File: src/rtl/seg_scan_display.sv
// Multiplexed hex seven-segment scanner with frame-synchronous load handshake.
// Optional macro SEG_BLANK_LEADING_ZERO_EN blanks digits above the most significant nonzero nibble.
module seg_scan_display #(
    parameter int DIGITS = 4,
    parameter int N      = 17
) (
    input  logic                  clk,
    input  logic                  reset,
    input  logic                  load,
    input  logic [4*DIGITS-1:0]   value,
    input  logic [DIGITS-1:0]     dp,
    output logic                  ack,
    output logic                  frame,
    output logic [DIGITS-1:0]     an,
    output logic [7:0]            seg
);

    localparam int            IW   = (DIGITS > 1) ? $clog2(DIGITS) : 1;
    localparam logic [IW-1:0] LAST = IW'(DIGITS - 1);

    logic [N-1:0]        presc_q, presc_d;
    logic [IW-1:0]       idx_q, idx_d;
    logic [4*DIGITS-1:0] disp_q;
    logic [DIGITS-1:0]   dp_q;
    logic [DIGITS-1:0]   an_q, an_d;
    logic [7:0]          seg_q, seg_d;
    logic                ack_q, frame_q;

    logic                tick;
    logic                boundary;
    logic                capture;
    logic [3:0]          nibble;
    logic                blank;

    function automatic logic [6:0] hex7(input logic [3:0] h);
        logic [6:0] s;
        case (h)
            4'h0: s = 7'b1000000;
            4'h1: s = 7'b1111001;
            4'h2: s = 7'b0100100;
            4'h3: s = 7'b0110000;
            4'h4: s = 7'b0011001;
            4'h5: s = 7'b0010010;
            4'h6: s = 7'b0000010;
            4'h7: s = 7'b1111000;
            4'h8: s = 7'b0000000;
            4'h9: s = 7'b0010000;
            4'hA: s = 7'b0001000;
            4'hB: s = 7'b0000011;
            4'hC: s = 7'b1000110;
            4'hD: s = 7'b0100001;
            4'hE: s = 7'b0000110;
            default: s = 7'b0001110;
        endcase
        return s;
    endfunction

    // A load request is only honoured on the last tick of a full scan, so a capture never tears a frame.
    always_comb begin
        presc_d  = presc_q + N'(1);
        tick     = &presc_q;
        boundary = tick && (idx_q == LAST);
        capture  = boundary && load;
        idx_d    = idx_q;
        if (tick) begin
            idx_d = (idx_q == LAST) ? '0 : idx_q + IW'(1);
        end
    end

`ifdef SEG_BLANK_LEADING_ZERO_EN
    logic [IW-1:0] msd;

    always_comb begin
        msd = '0;
        for (int k = 0; k < DIGITS; k++) begin
            if (disp_q[4*k +: 4] != 4'h0) begin
                msd = IW'(k);
            end
        end
        blank = (idx_q > msd);
    end
`else
    always_comb begin
        blank = 1'b0;
    end
`endif

    always_comb begin
        nibble = disp_q[4*int'(idx_q) +: 4];
        an_d   = ~(DIGITS'(1) << idx_q);
        seg_d  = {~dp_q[idx_q], blank ? 7'b1111111 : hex7(nibble)};
    end

    always_ff @(posedge clk or posedge reset) begin
        if (reset) begin
            presc_q <= '0;
            idx_q   <= '0;
            disp_q  <= '0;
            dp_q    <= '0;
            an_q    <= '1;
            seg_q   <= 8'hFF;
            ack_q   <= 1'b0;
            frame_q <= 1'b0;
        end else begin
            presc_q <= presc_d;
            idx_q   <= idx_d;
            if (capture) begin
                disp_q <= value;
                dp_q   <= dp;
            end
            an_q    <= an_d;
            seg_q   <= seg_d;
            ack_q   <= capture;
            frame_q <= boundary;
        end
    end

    assign an    = an_q;
    assign seg   = seg_q;
    assign ack   = ack_q;
    assign frame = frame_q;

endmodule

File: config.mk
export PLATFORM = sky130hd
export DESIGN_NAME = seg_scan_display
export DESIGN_NICKNAME = d
export VERILOG_FILES = /design/src/rtl/seg_scan_display.sv
export SDC_FILE = /design/constraint.sdc
export NUM_CORES = 1
export LEC_CHECK = 0
export ABC_AREA = 1
export BUFFER_PORTS_ARGS = -buffer_cell sky130_fd_sc_hd__buf_2
export CORE_AREA = 2 2 85 66
export DETAILED_ROUTE_END_ITERATION = 7
export DIE_AREA = 0 0 87 68
export PLACE_DENSITY = 0.74
export SYNTH_ARGS = -nofsm -noshare
export SYNTH_HDL_FRONTEND = slang
export SYNTH_SLANG_ARGS = --single-unit
export TNS_END_PERCENT = 100
File: constraint.sdc
create_clock -name clk -period 1.9 [get_ports clk]
set_clock_uncertainty 0.15 [all_clocks]
set_input_delay 0.285 -clock clk [delete_from_list [all_inputs] [get_ports clk]]
set_output_delay 0.285 -clock clk [all_outputs]
set_load 0.01 [all_outputs]
==> flow_summary.json <==
{
  "drc": 0,
  "fin_crit_sh_pct": 110.3,
  "clk_latency_ps": 310,
  "drv_cap": 0,
  "ys_types": 24,
  "synth.yosys.warnings": 0,
  "slew_headroom_pct": 81.68,
  "crit_arrival_ps": 2200,
  "die_w_um": 87,
  "violations": "negative setup slack",
  "vias": 2077,
  "finalSetupViolCount": 21,
  "grt_max_degree": 54,
  "viasPerCell": 4.922,
  "core_area_sq_um": 5151,
  "syn_inst": 289,
  "synth.avg_cell_area_sq_um": 8.715,
  "rsz0062_at_grt": "yes",
  "p_total_mw": 1.808,
  "crit_end": "disp_q[10]$_DFFE_PP0P_",
  "cts_sinks": 53,
  "area_growth_pct": 27.22,
  "worstRegToRegCells": 16,
  "fin_tns_setup_ps": -2957,
  "power_leakage_nw": 1.741,
  "postRouteWirelength_mm": 5.676,
  "drive_gt1_share_pct": 34.72,
  "cts_buffer_depth": 2,
  "grt_pass1_wl_mm": 9.101,
  "io_pins": 37,
  "placementRows": 23,
  "synth.area.top_cells": "dfrtp_1 (41%), nand2_1 (20%), dfstp_2 (13%)",
  "nFillCells": 435,
  "drt_iter0_markers": 130,
  "cp_max_fo": 5,
  "clk_pin_slew_ps": 90,
  "r2r-end": "disp_q[10]$_DFFE_PP0P_",
  "setup.worst_path.end_class": "flop",
  "port_buffers": 36,
  "grt_overflow": 0,
  "worst-r2r-setup-slack_ps": -200,
  "ys_ff_latch": 53,
  "cts_tree": "done",
  "die_y_um": 68,
  "grt_pass1_vias": 2031,
  "ant_nets": 0,
  "finalNetCount": 394,
  "worstMarginPinSlew_ps": 274.7,
  "first_pass_iters": 4,
  "floorplan.initialDensity_pct": 48.89,
  "cts-root-buf": "clkbuf_8",
  "setup_ws_ps": -195.5,
  "finalMaxSlewViolations": 0,
  "routedWlPerCell_um": 13.45,
  "powerDensity_nw_per_um2": 564.2,
  "period_needed_ps": 2096,
  "yosysTopAreaCell": "dfrtp_1",
  "synth.net_count": 324,
  "crit_path_start": "presc_q[1]$_DFF_PP0_",
  "final_cell_mix": "nand2_1 (119), dfrtp_1 (40), buf_2 (36)",
  "crit_required_ps": 2000,
  "finalHoldViolCount": 0,
  "hold_class": "in2reg",
  "grt_use_total_pct": 20.30,
  "dieArea_sq_um": 5916,
  "syn_area_sq_um": 2519,
  "h-tree-depth": 2,
  "synth_top_area_share_pct": 40.74,
  "hpwlAfterDp_mm": 3.525,
  "status": "complete, but fails checks",
  "max-vdd-ir-drop_v": 0.0003614,
  "mostFrequentLayoutCell": "nand2_1",
  "ys_seq_area_share_pct": 53.25,
  "n_antenna_cell": 0,
  "grt_antenna_before_repair": 0,
  "cts_made_buffers": 5,
  "r2r_start": "presc_q[1]$_DFF_PP0_",
  "crit_type": "reg2reg",
  "gp_congestion": 0.8594,
  "fmax_mhz": 477.2,
  "startpoint_type": "flop"
}
final cells by class:
cell class,instances,area [sq um],share of cell area [%]
well taps,62,77.57,2.421
clock buffers,6,72.57,2.265
inverters,21,87.58,2.733
clock inverters,2,10.01,0.3124
repair buffers,69,478.0,14.92
flip-flops and latches,53,1343,41.90
multi-input cells,209,1136,35.45
per-stage QoR:
| step | instance area [sq um] | util, % | setup slack (ps) | instances | hold slack (ps) |
|---|---|---|---|---|---|
| floorplan | 2551 | - | -219.7 | 289 | 244.6 |
| global placement | 2909 | 56.47 | -82.57 | 400 | 200.6 |
| detailed placement | 2909 | 56.47 | -180.9 | 400 | 203.8 |
| CTS | 3161 | 61.36 | -155.2 | 422 | 7.772 |
| global route | 3204 | 62.21 | -339.2 | 422 | 13.92 |
| finish | 3204 | 62.21 | -195.5 | 422 | 11.04 |
worst max-delay path, cell delays in order (launching register included):
cell	delay, ps
dfrtp_1	360
ha_2	190
nand2_2	60
nor2_4	150
nand2_4	80
nor2_4	130
nand2_2	70
nor2_2	90
ha_2	190
nand2_2	50
inv_2	70
nand2_4	60
inv_4	70
buf_6	110
buf_16	110
nand2_1	50
nand2_1	60
where the power goes:
group	switching (mW)	internal [mW]
clock network	0.371	0.257
logic	0.0303	0.0216
registers	0	1.13
metal layers:
metal	GRT usage, %	part of all wire [%]	vias to the layer above
met1	26.38	49	978
met2	32.73	45	49
met5	0	0	-
met4	9.375	2.5	0
li1	-	-	1035
met3	4.584	4.0	15
sequential cells by signal (all words and copies together) (netlist names):
register,count
idx_q,2
frame,1
presc_q,17
seg,8
dp_q,4
an,4
disp_q,16
ack,1
worst min-delay path by stage:
stage,start,endpoint,slack [ps],cells past startpoint
after floorplan,value[0],disp_q[0]$_DFFE_PP0P_,240,2
after global routing,value[14],disp_q[14]$_DFFE_PP0P_,10,3
after global placement,reset,presc_q[7]$_DFF_PP0_,200,3
after detailed placement,reset,presc_q[4]$_DFF_PP0_,200,3
after CTS,value[6],disp_q[6]$_DFFE_PP0P_,8,3
final,value[6],disp_q[6]$_DFFE_PP0P_,10,3
cells in the mapped netlist:
cell	instances
nor2_2	2
buf_2	4
dfstp_2	12
clkinv_2	1
nand2_2	2
nand2_4	2
nand3_1	22
nor3_1	2
nor2_1	10
inv_2	1
buf_6	2
inv_1	17
o21ai_0	7
nand3_2	1
nand2_1	132
xor2_1	6
xnor2_1	5
nand3b_1	1
o21ai_1	1
dfrtp_1	41
a21oi_1	2
nand3_4	2
inv_4	2
ha_1	12
timing repair:
item | in CTS | in global routing
endpoints found under the setup margin | 21 | 31
hold endpoints to repair | 41 | 0
resized for setup | 8 | 27
setup buffers | 11 | 4
hold buffers | 1 | 0
cloned | 2 | 0
pin swaps | 5 | 10
cells by family after synthesis:
family                   count (synthesis)  share of synthesized area (%)
XOR/XNOR                                11                          3.825
flip-flops                              53                          53.25
buffers and inverters                   27                          5.067
adder cells (fa/ha/maj)                 12                          5.961
AND/OR/NAND/NOR                        176                          29.91
AO/OA/AOI/OAI                           10                          1.987
Note: power is estimated with default switching activity, not from simulation.
